File: config.mk
export PLATFORM = sky130hd
export DESIGN_NAME = wb_cmd_master
export DESIGN_NICKNAME = d
export VERILOG_FILES = /design/src/rtl/wb_master_pkg.sv /design/src/rtl/wb_cmd_master_timer.sv /design/src/rtl/wb_cmd_master.sv
export SDC_FILE = /design/constraint.sdc
export NUM_CORES = 1
export LEC_CHECK = 0
export BUFFER_PORTS_ARGS = -buffer_cell sky130_fd_sc_hd__buf_2
export CAP_MARGIN = 20
export CORE_MARGIN = 2
export CORE_UTILIZATION = 40
export CTS_BUF_LIST = sky130_fd_sc_hd__clkbuf_16
export CTS_CLUSTER_SIZE = 10
export DETAILED_ROUTE_END_ITERATION = 16
export PLACE_DENSITY_LB_ADDON = 0.15
export SLEW_MARGIN = 20
export SYNTH_ARGS = -nofsm -noshare
export SYNTH_HDL_FRONTEND = slang
export SYNTH_SLANG_ARGS = --single-unit
File: constraint.sdc
create_clock -name clk_i -period 5.4 [get_ports clk_i]
set_input_delay 0.27 -clock clk_i [delete_from_list [all_inputs] [get_ports clk_i]]
set_output_delay 0.27 -clock clk_i [all_outputs]
set_load 0.02 [all_outputs]
File: src/rtl/wb_master_pkg.sv
// Shared types and constants for the single-beat Wishbone command initiator.
//   wb_state_e  : FSM state encoding used by wb_cmd_master
//   ST_*        : response status codes reported on rsp_status_o
package wb_master_pkg;

   // state   | meaning
   // IDLE    | ready for a command, bus idle
   // STB     | cyc=stb=1, waiting for the slave to take the strobe
   // WAIT    | strobe taken, cyc=1, waiting for ack/err/rty
   // BACKOFF | one idle cycle (cyc=0) before re-issuing after rty
   // RSP     | bus released, response pulse scheduled for next cycle
   typedef enum logic [2:0] {
      S_IDLE    = 3'd0,
      S_STB     = 3'd1,
      S_WAIT    = 3'd2,
      S_BACKOFF = 3'd3,
      S_RSP     = 3'd4
   } wb_state_e;

   localparam int unsigned ST_W = 2;

   localparam logic [ST_W-1:0] ST_OK  = 2'b00;
   localparam logic [ST_W-1:0] ST_ERR = 2'b01;
   localparam logic [ST_W-1:0] ST_RTY = 2'b10;
   localparam logic [ST_W-1:0] ST_TMO = 2'b11;

endpackage

File: src/rtl/wb_cmd_master_timer.sv
// Bus-cycle watchdog for wb_cmd_master.
//   clk_i, rst_i : clock, synchronous active-high reset
//   clr_i        : reload the timer (new command accepted)
//   en_i         : count this cycle (cyc is high)
//   expired_o    : this counted cycle is the TIMEOUT-th one (or later)
// Implemented as a down-counter loaded with TIMEOUT. TIMEOUT=0 disables it.
module wb_master_timer #(
   parameter int unsigned TIMEOUT = 256
) (
   input  logic clk_i,
   input  logic rst_i,
   input  logic clr_i,
   input  logic en_i,
   output logic expired_o
);

   generate
      if (TIMEOUT == 0) begin : g_off
         assign expired_o = 1'b0;
      end else begin : g_on
         localparam int unsigned CW = $clog2(TIMEOUT + 1);

         logic [CW-1:0] rem_q, rem_d;

         always_comb begin
            rem_d = rem_q;
            if (clr_i) begin
               rem_d = CW'(TIMEOUT);
            end else if (en_i && (rem_q != '0)) begin
               rem_d = rem_q - CW'(1);
            end
         end

         always_ff @(posedge clk_i) begin
            if (rst_i) begin
               rem_q <= CW'(TIMEOUT);
            end else begin
               rem_q <= rem_d;
            end
         end

         // <= rather than == so a retry re-issued after the budget is spent
         // still terminates on its first counted cycle.
         assign expired_o = en_i && (rem_q <= CW'(1));
      end
   endgenerate

endmodule

File: src/rtl/wb_cmd_master.sv
// Single-outstanding Wishbone B4 pipelined initiator.
//   req_*  : local command handshake (valid/ready) with we/adr/dat/sel
//   rsp_*  : one-cycle completion pulse with read data and status
//   wb_*   : Wishbone pipelined initiator port
// Handles stall, ack, err (highest priority), rty with MAX_RETRY re-issues
// separated by a one-cycle cyc=0 gap, and a TIMEOUT-cycle watchdog that
// spans all retries of a command. All outputs come straight from flops.
module wb_cmd_master
   import wb_master_pkg::*;
#(
   parameter int unsigned AW        = 32,
   parameter int unsigned TIMEOUT   = 256,
   parameter int unsigned MAX_RETRY = 3
) (
   input  logic            clk_i,
   input  logic            rst_i,
   input  logic            req_valid_i,
   output logic            req_ready_o,
   input  logic            req_we_i,
   input  logic [AW-1:0]   req_adr_i,
   input  logic [31:0]     req_dat_i,
   input  logic [3:0]      req_sel_i,
   output logic            rsp_valid_o,
   output logic [31:0]     rsp_dat_o,
   output logic [ST_W-1:0] rsp_status_o,
   output logic            wb_cyc_o,
   output logic            wb_stb_o,
   output logic            wb_we_o,
   output logic [AW-1:0]   wb_adr_o,
   output logic [3:0]      wb_sel_o,
   output logic [31:0]     wb_dat_o,
   input  logic [31:0]     wb_dat_i,
   input  logic            wb_ack_i,
   input  logic            wb_err_i,
   input  logic            wb_rty_i,
   input  logic            wb_stall_i
);

   localparam int unsigned RW = (MAX_RETRY > 0) ? $clog2(MAX_RETRY + 1) : 1;

   wb_state_e       state_q, state_d;
   logic            ready_q, ready_d;
   logic            cyc_q, cyc_d;
   logic            stb_q, stb_d;
   logic            we_q, we_d;
   logic [AW-1:0]   adr_q, adr_d;
   logic [3:0]      sel_q, sel_d;
   logic [31:0]     dat_q, dat_d;
   logic [RW-1:0]   retry_q, retry_d;
   logic [31:0]     hold_dat_q, hold_dat_d;
   logic [ST_W-1:0] hold_st_q, hold_st_d;
   logic            rsp_valid_q, rsp_valid_d;
   logic [31:0]     rsp_dat_q, rsp_dat_d;
   logic [ST_W-1:0] rsp_st_q, rsp_st_d;
   logic            tmr_clr, tmr_expired;

   wb_master_timer #(.TIMEOUT(TIMEOUT)) u_timer (
      .clk_i    (clk_i),
      .rst_i    (rst_i),
      .clr_i    (tmr_clr),
      .en_i     (cyc_q),
      .expired_o(tmr_expired)
   );

   always_comb begin
      state_d     = state_q;
      ready_d     = 1'b0;
      cyc_d       = cyc_q;
      stb_d       = stb_q;
      we_d        = we_q;
      adr_d       = adr_q;
      sel_d       = sel_q;
      dat_d       = dat_q;
      retry_d     = retry_q;
      hold_dat_d  = hold_dat_q;
      hold_st_d   = hold_st_q;
      rsp_valid_d = 1'b0;
      rsp_dat_d   = rsp_dat_q;
      rsp_st_d    = rsp_st_q;
      tmr_clr     = 1'b0;

      case (state_q)
         S_IDLE: begin
            ready_d = 1'b1;
            if (req_valid_i && ready_q) begin
               we_d    = req_we_i;
               adr_d   = req_adr_i;
               sel_d   = req_sel_i;
               dat_d   = req_dat_i;
               retry_d = '0;
               tmr_clr = 1'b1;
               cyc_d   = 1'b1;
               stb_d   = 1'b1;
               ready_d = 1'b0;
               state_d = S_STB;
            end
         end

         S_STB, S_WAIT: begin
            if ((state_q == S_STB) && !wb_stall_i) begin
               stb_d   = 1'b0;
               state_d = S_WAIT;
            end
            // Terminations override the strobe hand-off above; a response on
            // the same edge the strobe is taken is legal in pipelined mode.
            if (wb_err_i) begin
               hold_st_d  = ST_ERR;
               hold_dat_d = '0;
               cyc_d      = 1'b0;
               stb_d      = 1'b0;
               state_d    = S_RSP;
            end else if (wb_rty_i) begin
               cyc_d = 1'b0;
               stb_d = 1'b0;
               if (retry_q < RW'(MAX_RETRY)) begin
                  retry_d = retry_q + RW'(1);
                  state_d = S_BACKOFF;
               end else begin
                  hold_st_d  = ST_RTY;
                  hold_dat_d = '0;
                  state_d    = S_RSP;
               end
            end else if (wb_ack_i) begin
               hold_st_d  = ST_OK;
               hold_dat_d = we_q ? 32'h0 : wb_dat_i;
               cyc_d      = 1'b0;
               stb_d      = 1'b0;
               state_d    = S_RSP;
            end else if (tmr_expired) begin
               hold_st_d  = ST_TMO;
               hold_dat_d = '0;
               cyc_d      = 1'b0;
               stb_d      = 1'b0;
               state_d    = S_RSP;
            end
         end

         S_BACKOFF: begin
            cyc_d   = 1'b1;
            stb_d   = 1'b1;
            state_d = S_STB;
         end

         S_RSP: begin
            rsp_valid_d = 1'b1;
            rsp_dat_d   = hold_dat_q;
            rsp_st_d    = hold_st_q;
            state_d     = S_IDLE;
         end

         default: begin
            cyc_d   = 1'b0;
            stb_d   = 1'b0;
            state_d = S_IDLE;
         end
      endcase
   end

   always_ff @(posedge clk_i) begin
      if (rst_i) begin
         state_q     <= S_IDLE;
         ready_q     <= 1'b0;
         cyc_q       <= 1'b0;
         stb_q       <= 1'b0;
         we_q        <= 1'b0;
         adr_q       <= '0;
         sel_q       <= '0;
         dat_q       <= '0;
         retry_q     <= '0;
         hold_dat_q  <= '0;
         hold_st_q   <= ST_OK;
         rsp_valid_q <= 1'b0;
         rsp_dat_q   <= '0;
         rsp_st_q    <= ST_OK;
      end else begin
         state_q     <= state_d;
         ready_q     <= ready_d;
         cyc_q       <= cyc_d;
         stb_q       <= stb_d;
         we_q        <= we_d;
         adr_q       <= adr_d;
         sel_q       <= sel_d;
         dat_q       <= dat_d;
         retry_q     <= retry_d;
         hold_dat_q  <= hold_dat_d;
         hold_st_q   <= hold_st_d;
         rsp_valid_q <= rsp_valid_d;
         rsp_dat_q   <= rsp_dat_d;
         rsp_st_q    <= rsp_st_d;
      end
   end

   assign req_ready_o  = ready_q;
   assign rsp_valid_o  = rsp_valid_q;
   assign rsp_dat_o    = rsp_dat_q;
   assign rsp_status_o = rsp_st_q;
   assign wb_cyc_o     = cyc_q;
   assign wb_stb_o     = stb_q;
   assign wb_we_o      = we_q;
   assign wb_adr_o     = adr_q;
   assign wb_sel_o     = sel_q;
   assign wb_dat_o     = dat_q;

endmodule

# After elaboration in Yosys (flattened, before gate mapping)
# Index checks and enable logic that the tools add are counted.
# word_totals
ff_bits	155
inputBits	108
output_inout_bits	107
elab_cells	90
# classes
addsub	2
magnitude_cmp	2
eq_ne	11
n_mux	40
bitwise_logic	2
n_reduce_logical	18
# op_table
cell	n
2-to-1 mux 32 bit	6
2-to-1 mux 3 bit	7
2-to-1 mux 2 bit	9
2-to-1 mux 1 bit	14
less-or-equal comparator 9 x 1 -> 1 bit, second input constant	1
case mux 3 bit (3 select lines)	1
AND reduction 3 bit	3
nonzero test 9 bit	1
subtractor 9 x 1 -> 9 bit, second input constant	1
inequality test 2 bit, second input constant	4
case mux 1 bit (4 select lines)	2
== test 3 x 2 -> 1 bit, second input constant	2
inequality test 6 bit, second input constant	1
OR reduction 2 bit	3
inequality test 5 bit, second input constant	1
AND reduction 5 bit	1
logical AND 1 bit	4
case mux 2 bit (2 select lines)	1
AND reduction 2 bit	2
nonzero test 4 bit	1
== test 3 x 1 -> 1 bit, second input constant	1
== test 3 bit, second input constant	1
logical NOT 3 bit	1
inequality test 3 bit, second input constant	1
other kinds (5)	6

# Logic depth before layout (Yosys ltp)
# Gate-level depths: netlist of run 1.
# depth
depth_word	8
ltp_mapped	7
ltp_nobuf	6

# Cells and area by module
# Synthesis of run 1 repeated with hierarchy kept, for this count alone.
# hier_totals
hier_cells	721
hier_area_um2	5825.6
# modules_own_cells
mod	n_inst	cells_each	area_per_inst_um2	seq_area_each_um2
wb_cmd_master	1	659	5282.6	2922.8
wb_master_timer	1	62	543.0	180.2

# Worst setup path before layout of run 1
# OpenSTA, ideal clock, no wires.
# synth_path
path_type	reg2reg
from	reg u_timer.g_on.rem_q[2]
to	reg u_timer.g_on.rem_q[8]
setup_ns	0.119
arrival_ns	1.595
required_ns	5.281
slack_ns	3.686
path_stages_with_launch	6
path_buffers	1
period_less_slack_ns	1.714
path_cell_list	dfxtp_1 or4_1 buf_6 o31a_4 a31oi_1 o21bai_1
# synth_between
elab_chain_cells	2
word_cells_on_any_way	3
classes_between	add/sub: 1; reduce/logical: 2
# synth_rtl
item	line_no	rtl
start, declared	wb_cmd_master_timer.sv:23	logic [CW-1:0] rem_q, rem_d;
start signal, assigned	wb_cmd_master_timer.sv:36	rem_q <= CW'(TIMEOUT);
start signal, assigned	wb_cmd_master_timer.sv:38	rem_q <= rem_d;
branches (longest 2 deep; another with subtractor 9 x 1 -> 9 bit)	n/a	
# Parallel ways; which one is timed is not known.
# A chain may end at the register's enable or synchronous reset.

# Worst setup path in the final report of run 1
# layout_path
from	reg state_q[0]
to	reg u_timer.g_on.rem_q[8]
# layout_between
elab_chain_cells	3
# layout_rtl
item	line_no	rtl
start, declared	wb_cmd_master.sv:41	wb_state_e state_q, state_d;
start signal, assigned	wb_cmd_master.sv:176	state_q <= state_d;
logical NOT 3 bit	wb_cmd_master.sv:82	case (state_q)
2-to-1 mux 1 bit	wb_cmd_master.sv:82	
OR reduction 2 bit (no source line)	n/a	
# No other way between the ends.

==> results of run 1 <==
## cell type report
type	instances	area [um^2]	area share, %
well taps	184	230	3.00
multi-input cells	499	2590	33.8
inverters	5	18.8	0.244
diodes	1	2.50	0.0326
repair buffers	221	1130	14.7
clock buffers	17	425	5.54
clock inverters	12	183	2.38
flip-flops and latches	155	3100	40.4
## metal layers
metal	GRT usage, %	part of all wire, %	vias to the layer above
li1	-	-	2709
met2	28.5	44	161
met5	0	0	-
met4	6.47	1.2	0
met1	24.4	48	2317
met3	6.25	7.4	15
## synth_stat cells, drive strengths merged, types with 3 or more instances
cell,n,share of area (%)
nand2,244,16
nor2,17,1.1
a21oi,113,9.6
nand2b,37,3.9
dfxtp,155,53
inv,5,0.32
or3,4,0.42
nor3,7,0.68
xnor2,3,0.44
buf,19,1.8
ha,4,0.85
o21ai,4,0.34
mux2i,35,5.9
clkbuf,29,1.8
## power breakdown
group | leakage [nW] | internal, mW | switching, mW | total, mW
registers | 1.25 | 1.29 | 0.103 | 1.39
logic | 1.86 | 0.351 | 0.670 | 1.02
clock network | 0.304 | 0.804 | 0.441 | 1.24
## flip-flops by register name, indices dropped and copies added, names as in the netlist
register            count
hold_dat_q             32
hold_st_q               2
req_ready_o             1
retry_q                 2
rsp_dat_o              32
rsp_status_o            2
rsp_valid_o             1
state_q                 3
u_timer.g_on.rem_q      9
wb_adr_o               32
wb_cyc_o                1
wb_dat_o               32
wb_sel_o                4
wb_stb_o                1
wb_we_o                 1
## per-stage QoR
step / setup slack, ns / hold slack, ns / utilization, % / total power [mW] / instances
after floorplan: 3.69 / 0.406 / - / 2.18 / 707
after global placement: 3.13 / 0.439 / 48.9 / 2.45 / 1064
after detailed placement: 3.10 / 0.444 / 48.9 / 2.45 / 1064
after CTS: 3.11 / 0.0743 / 53.1 / 3.70 / 1093
after global routing: 2.93 / 0.0794 / 53.1 / 3.87 / 1093
final: 3.12 / 0.0913 / 53.1 / 3.66 / 1094
## worst max-delay path, stage by stage (launching register included)
cell	delay, ns
dfxtp_1	0.43
or2_1	0.26
or3_2	0.15
buf_4	0.56
nand2b_1	0.44
o21bai_1	0.28
## cell families (layout without fill, tap and decap cells)
kind of cell	after synthesis	after routing	share of synthesized area (%)
AO/OA/AOI/OAI	133	133	12.8
XOR/XNOR	4	4	0.593
adder cells (fa/ha/maj)	4	4	0.847
buffers and inverters	53	255	4.00
flip-flops	155	155	52.5
multiplexers	35	35	5.93
other	0	1	0
AND/OR/NAND/NOR	323	323	23.3
## how the worst min path moves through the flow
stage | from | to | slack (ns) | cells past startpoint
floorplan | req_adr_i[0] | wb_adr_o[0]$_SDFFE_PP0P_ | 0.41 | 2
CTS | wb_dat_i[18] | hold_dat_q[18]$_SDFFE_PP0P_ | 0.07 | 3
global placement | wb_adr_o[2]$_SDFFE_PP0P_ | wb_adr_o[2]$_SDFFE_PP0P_ | 0.44 | 2
finish | wb_dat_i[0] | hold_dat_q[0]$_SDFFE_PP0P_ | 0.09 | 3
global route | wb_dat_i[9] | hold_dat_q[9]$_SDFFE_PP0P_ | 0.08 | 3
detailed placement | wb_dat_o[16]$_SDFFE_PP0P_ | wb_dat_o[16]$_SDFFE_PP0P_ | 0.44 | 2
==> results.cfg, run 1 <==
[logic_synthesis]
mappedNetlistNets = 819
ys_seq_area_share_pct = 52.5
synth_edf_count = 0
synth_ff_type = dfxtp_1
async_flop_share_pct = 0
syn-cell-area_um2 = 5910
ys_ff_latch = 155
avgSynthCellArea_um2 = 8.35
synthCells = 707
synthDistinctLibCells = 42
ys_warn_count = 0

[worst_setup_path]
required_ns = 5.70
crit_start = state_q[0]$_SDFFE_PP0P_
critPathMaxFanout = 71
cp-start-kind = flop
endpoint = u_timer.g_on.rem_q[8]$_SDFFE_PP1P_
endpoint_kind = flop
r2r_slack_ns = 3.12
timing.rr.end = u_timer.g_on.rem_q[8]$_SDFFE_PP1P_
path_class = reg -> reg
ff2ff_path_depth = 5
r2r-start = state_q[0]$_SDFFE_PP0P_
cp.arrival_ns = 2.58

[sta]
hold_viol = 0
rsz0062_at_grt = no
fin_crit_ns = 2.28
fin_skew_ns = 0.00951
max_freq_ghz = 0.438
tns_ns = 0
relSlewSlack_pct = 43.3
finalSetupViolCount = 0
final.period_utilization_pct = 42.3
drv_slew = 0
tightest_slew_ns = 0.851

[drt]
vias_per_cell = 4.76
num_vias = 5202
wl_per_cell_um = 13.6
drt_first_pass_iters = 4
first_iter_violations = 263
drcViolationCount = 0
postRouteAntennaNets = 0
routed_wl_mm = 14.9

[worst_hold_path]
hp-class = in -> reg

[power_and_ir_drop]
power_density_nw_per_um2 = 476
ir_drop_v = 0.000192
power_leakage_nw = 3.41

[final_layout]
layout_common_cells = nand2_1 (244), buf_2 (213), dfxtp_1 (155)
area_growth_pct = 30.1
layout-drive-gt1-share_pct = 28.2
final_nets = 1011
final_common_cell = nand2_1
final_area_um2 = 7680
nFillCells = 1440

[outcome]
run_status = complete, no violations

[clocking]
cts_hold_buf = 0
postCtsSetupBuffers = 0
cts_buffers = 17
clk_latency_ns = 0.41
ctsResizeCount = 0
cts-root-buf = clkbuf_16
path_clk_slew_ns = 0.06
h-tree-depth = 4
cts_tree = built
clock_path_buffers = 2
cts_sinks = 155

[floorplanning]
start_util_pct = 40.8
die-area_um2 = 15800
core_area_um2 = 14500
io_pins = 215
num_rows = 44
chipHeight_um = 126
die_x_um = 126

[run]
maxCapViolCount = 0

[place]
hpwlAfterDp_mm = 9.87
numPortBuffers = 214
gp_congestion = 0.779
placed_cell_area_um2 = 7070

[global_route]
grt_max_degree = 86
grt-ovfl-total = 0
grt_pass1_wl_mm = 23.7
antenna_found_initial = 1
grt_util_all_layers_pct = 18.5
grt_pass1_vias = 4755
Note: power is estimated with default switching activity, not from simulation.
==> run 2, diff against run 1 <==
- ABC_AREA: not set -> 1
- clock period: 5.4 -> 2 ns (I/O delays scaled with it)
==> results.cfg, run 2 <==
[outcome]
run_status = complete, no violations

[sta]
finalSetupViolCount = 0
fin_crit_ns = 1.68
hold_viol = 0
drv_slew = 0
fin_skew_ns = 0.00560
tns_ns = 0
hold_slack_ns = 0.0662
rsz0062_at_grt = no
tightest_slew_ns = 0.808
relSlewSlack_pct = 46.2
final.period_utilization_pct = 84.2
max_freq_ghz = 0.594

[power_and_ir_drop]
p_clk_share_pct = 30.1
power_density_nw_per_um2 = 1210
power_frac_seq_pct = 38.4
ir_drop_v = 0.000551
cell_internal_pwr_mw = 6.74
power_leakage_nw = 4.14
p_sw_mw = 3.71
swShare_pct = 35.5
comb_power_share_pct = 31.5

[logic_synthesis]
synth_most_common_cell = nand2_1
synth.area.top_cells = dfxtp_1 (52%), nand2_1 (12%), nor2_1 (8.2%)
mappedNetlistNets = 883
yosys.area.top_type = dfxtp_1
synthDistinctLibCells = 32
synth_edf_count = 0
avgSynthCellArea_um2 = 7.72
synth_ff_type = dfxtp_1
ys_warn_count = 0
ys_ff_latch = 155
synth_top_area_share_pct = 52.2
synth_common_cells = nand2_1 (186), dfxtp_1 (155), nor2_1 (130)
async_flop_share_pct = 0
syn-cell-area_um2 = 5950
synthCells = 771
ys_seq_area_share_pct = 52.2

[clocking]
cts_sinks = 155
cts-root-buf = clkbuf_16
clock_path_buffers = 2
postCtsSetupBuffers = 0
h-tree-depth = 4
ctsResizeCount = 0
cts_tree = built
path_clk_slew_ns = 0.06
cts_buffers = 17
clk_latency_ns = 0.42

[floorplanning]
die_x_um = 126
io_pins = 215
num_rows = 44
core_area_um2 = 14500
start_util_pct = 40.9
die-area_um2 = 15900
chipHeight_um = 126

[final_layout]
layout-drive-gt1-share_pct = 27.3
final_nets = 1172
final_common_cell = buf_2
n_antenna_cell = 0
area_growth_pct = 44.7
layout_common_cells = buf_2 (214), nand2_1 (186), dfxtp_1 (155)

[drt]
drt_first_pass_iters = 4
first_iter_violations = 374
wl_per_cell_um = 13.4
num_vias = 5913
drcViolationCount = 0
routed_wl_mm = 16.9
vias_per_cell = 4.70
postRouteAntennaNets = 0

[worst_hold_path]
hp-class = in -> reg

[worst_setup_path]
crit_path_cell_trace = inv_1 -> ha_1 -> nor2_1 -> nor2_1 -> nand2_1 -> nand2_1 -> nand2_4 -> buf_4 -> o21ai_0 -> nor2_1
endpoint_kind = flop
crit_slowest_cell = dfxtp_1
cp_common_cell = nor2_1
cp-start-kind = flop
cp.arrival_ns = 2.04
required_ns = 2.36
max_stage_delay_ns = 0.32
critPathMaxFanout = 24
path_class = reg -> reg

[place]
numPortBuffers = 214
gp_congestion = 0.785
hpwlAfterDp_mm = 10.3

[global_route]
grt-ovfl-total = 0
grt_util_all_layers_pct = 21.1
grt_pass1_wl_mm = 27.5
antenna_found_initial = 0
grt_pass1_vias = 5714
grt_max_degree = 71

[run]
maxCapViolCount = 0
[run 2: per-layer routing]
metal	up-vias	global-route usage [%]	routed length, um
li1	3033	-	-
met1	2665	26.6	7540
met2	189	34.3	7740
met3	26	5.99	1190
met4	0	8.47	377
met5	-	0	0
[run 2: layout make-up]
cell class              instances  area, um^2
fillers                      1282        5920
repair buffers                315        2090
flip-flops and latches        155        3100
multi-input cells             534        2470
well taps                     184         230
clock buffers                  17         425
inverters                      37         139
clock inverters                15         146
[run 2: kinds of logic after synthesis]
| kind of cell | count (synthesis) | share of synthesized area, % |
|---|---|---|
| fa+ha+maj | 4 | 0.841 |
| buf+inv | 82 | 6.31 |
| compound gates | 137 | 12.2 |
| simple gates | 386 | 27.4 |
| flops | 155 | 52.2 |
| xor+xnor | 7 | 1.03 |
[run 2: final timing paths]
kind / start / end / slack [ns] / depth (start not counted)
worst max-delay path: u_timer.g_on.rem_q[1]$_SDFFE_PP0P_ / hold_dat_q[11]$_SDFFE_PP0P_ / 0.32 / 10
worst min-delay path: wb_dat_i[6] / hold_dat_q[6]$_SDFFE_PP0P_ / 0.07 / 5
worst max register to register: u_timer.g_on.rem_q[1]$_SDFFE_PP0P_ / hold_dat_q[11]$_SDFFE_PP0P_ / 0.32 / 10
worst min register to register: wb_adr_o[9]$_SDFFE_PP0P_ / wb_adr_o[9]$_SDFFE_PP0P_ / 0.46 / 2
[run 2: metrics by stage]
stage               util [%]  setup WS, ns  power [mW]  cells  instance area, um^2
floorplan                  -         0.617        6.38    771                 5950
global placement        49.0         0.365        7.22   1134                 7130
detailed placement      49.0         0.318        7.23   1134                 7130
CTS                     59.2         0.300        10.5   1257                 8610
global route            59.2        0.0576        11.2   1257                 8610
finish                  59.2         0.317        10.4   1257                 8610
[run 2: power groups by stage]
stage | Clock (mW) | Sequential (mW) | Combinational [mW]
finish | 3.14 | 4.01 | 3.29
global route | 3.37 | 4.09 | 3.69
CTS | 3.21 | 4.01 | 3.31
detailed placement | 0 | 4.07 | 3.16
global placement | 0 | 4.07 | 3.16
floorplan | 0 | 4.45 | 1.93
[run 2: critical path: cells and delay by family, from the launching register on]
kind | cells | cell delay [ns]
compound gates | 1 | 0.12
fa+ha+maj | 1 | 0.18
buf+inv | 2 | 0.38
flops | 1 | 0.32
simple gates | 6 | 0.62
[run 2: what timing repair did]
item | in CTS | in global routing
setup endpoints to repair | 0 | 0
hold buffers | 91 | 0
endpoints found under the hold margin | 91 | 0
==> run 3, diff against run 2 <==
- clock period: 2 -> 1.7 ns (I/O delays scaled with it)
==> results.cfg, run 3 (synthesis gave the netlist of run 2 again) <==
[drt]
vias_per_cell = 4.71
drcViolationCount = 0
num_vias = 5981
first_iter_violations = 298
wl_per_cell_um = 13.9
postRouteAntennaNets = 0
routed_wl_mm = 17.6
drt_first_pass_iters = 4

[clocking]
cts-root-buf = clkbuf_16
clk_latency_ns = 0.42
clock_path_buffers = 2
cts_sinks = 155
cts_buffers = 17
h-tree-depth = 4
cts_tree = built
path_clk_slew_ns = 0.06

[power_and_ir_drop]
power_leakage_nw = 4.25
ir_drop_v = 0.000921
power_density_nw_per_um2 = 1480
total_power_mw = 13.1

[sta]
hold_slack_ns = 0.0552
rsz0062_at_grt = no
fin_skew_ns = 0.0111
finalWorstSetupSlack_ns = 0.129
final.period_utilization_pct = 92.4
tightest_slew_ns = 0.531
tns_ns = 0
finalSetupViolCount = 0
fin_crit_ns = 1.57
hold_viol = 0
drv_slew = 0
relSlewSlack_pct = 64.3
max_freq_ghz = 0.636

[floorplanning]
num_rows = 44
core_area_um2 = 14500
io_pins = 215
chipHeight_um = 126
start_util_pct = 40.9
die_x_um = 126
die-area_um2 = 15900

[place]
placed_cell_area_um2 = 7210
numPortBuffers = 214
gp_congestion = 0.781
dp_cells = 1140
pre_cts_ws_ns = 0.0698
hpwlAfterDp_mm = 10.5

[final_layout]
final_nets = 1183
final_common_cell = buf_2
final_area_um2 = 8870
area_growth_pct = 49.1
layout_common_cells = buf_2 (214), nand2_1 (184), dfxtp_1 (155)
layout-drive-gt1-share_pct = 28.3
finalCoreUtilization_pct = 61.0
layout.cells.non_filler = 1269

[global_route]
grt_pass1_vias = 5843
grt_pass1_wl_mm = 28.6
antenna_found_initial = 2
grt_util_all_layers_pct = 22.1
grt_max_degree = 74
grt-ovfl-total = 0

[run]
maxCapViolCount = 0

[worst_setup_path]
required_ns = 2.01
cp.arrival_ns = 1.88
path_class = in -> reg
cp-start-kind = primary input
endpoint_kind = flop
critPathMaxFanout = 11

[outcome]
run_status = complete, no violations

[worst_hold_path]
hp-class = in -> reg
run 3: cell types whose count changed in the layout (fill, tap and decap cells not counted), moves of 4 or more:
| cell | change |
|---|---|
| inv_6 | -4 |
| buf_12 | +4 |
| bufinv_16 | +4 |
| buf_4 | +5 |
run 3: report_power, final:
group | switching (mW) | internal (mW) | total [mW] | leakage [nW]
Clock | 1.48 | 2.73 | 4.21 | 0.315
Combinational | 2.56 | 1.62 | 4.18 | 2.68
Sequential | 0.405 | 4.32 | 4.73 | 1.26
run 3: cell type report:
cell class	instances	area, um^2
Fill cell	1277	5660
Sequential cell	155	3100
Multi-Input combinational cell	536	2510
Timing Repair Buffer	324	2230
Clock buffer	17	425
Tap cell	184	230
Clock inverter	14	226
Inverter	37	141
Antenna cell	2	5.00
run 3: worst max-delay path, stage by stage:
cell	delay [ns]
dlygate4sd3_1	0.56
buf_2	0.14
nor3_1	0.47
nand2_4	0.14
nand2_8	0.17
nor2_4	0.05
buf_12	0.16
nand3_2	0.06
nand2_1	0.05
run 3: final timing paths:
kind              cells past startpoint                                from                     endpoint  slack, ns
hold reg to reg                       2           wb_dat_o[26]$_SDFFE_PP0P_    wb_dat_o[26]$_SDFFE_PP0P_       0.46
setup reg to reg                      9  u_timer.g_on.rem_q[3]$_SDFFE_PP0P_   hold_dat_q[1]$_SDFFE_PP0P_       0.13
hold / removal                        5                         wb_dat_i[3]   hold_dat_q[3]$_SDFFE_PP0P_       0.06
setup / recovery                      9                            wb_err_i  hold_dat_q[30]$_SDFFE_PP0P_       0.13
run 3: metal layers:
| layer | GRT usage [%] | share of wire, % | routed length (um) |
|---|---|---|---|
| met1 | 27.4 | 44 | 7690 |
| met2 | 35.5 | 47 | 8250 |
| met5 | 0 | 0 | 0 |
| met4 | 9.70 | 2.4 | 416 |
| met3 | 6.58 | 7.0 | 1230 |
run 3: timing repair:
item,CTS,global route
hold buffers,90,0
endpoints found under the hold margin,90,0
pin swaps,1,3
gates resized for setup,0,8
endpoints found under the setup margin,1,37
cloned,1,2
setup buffers,0,3
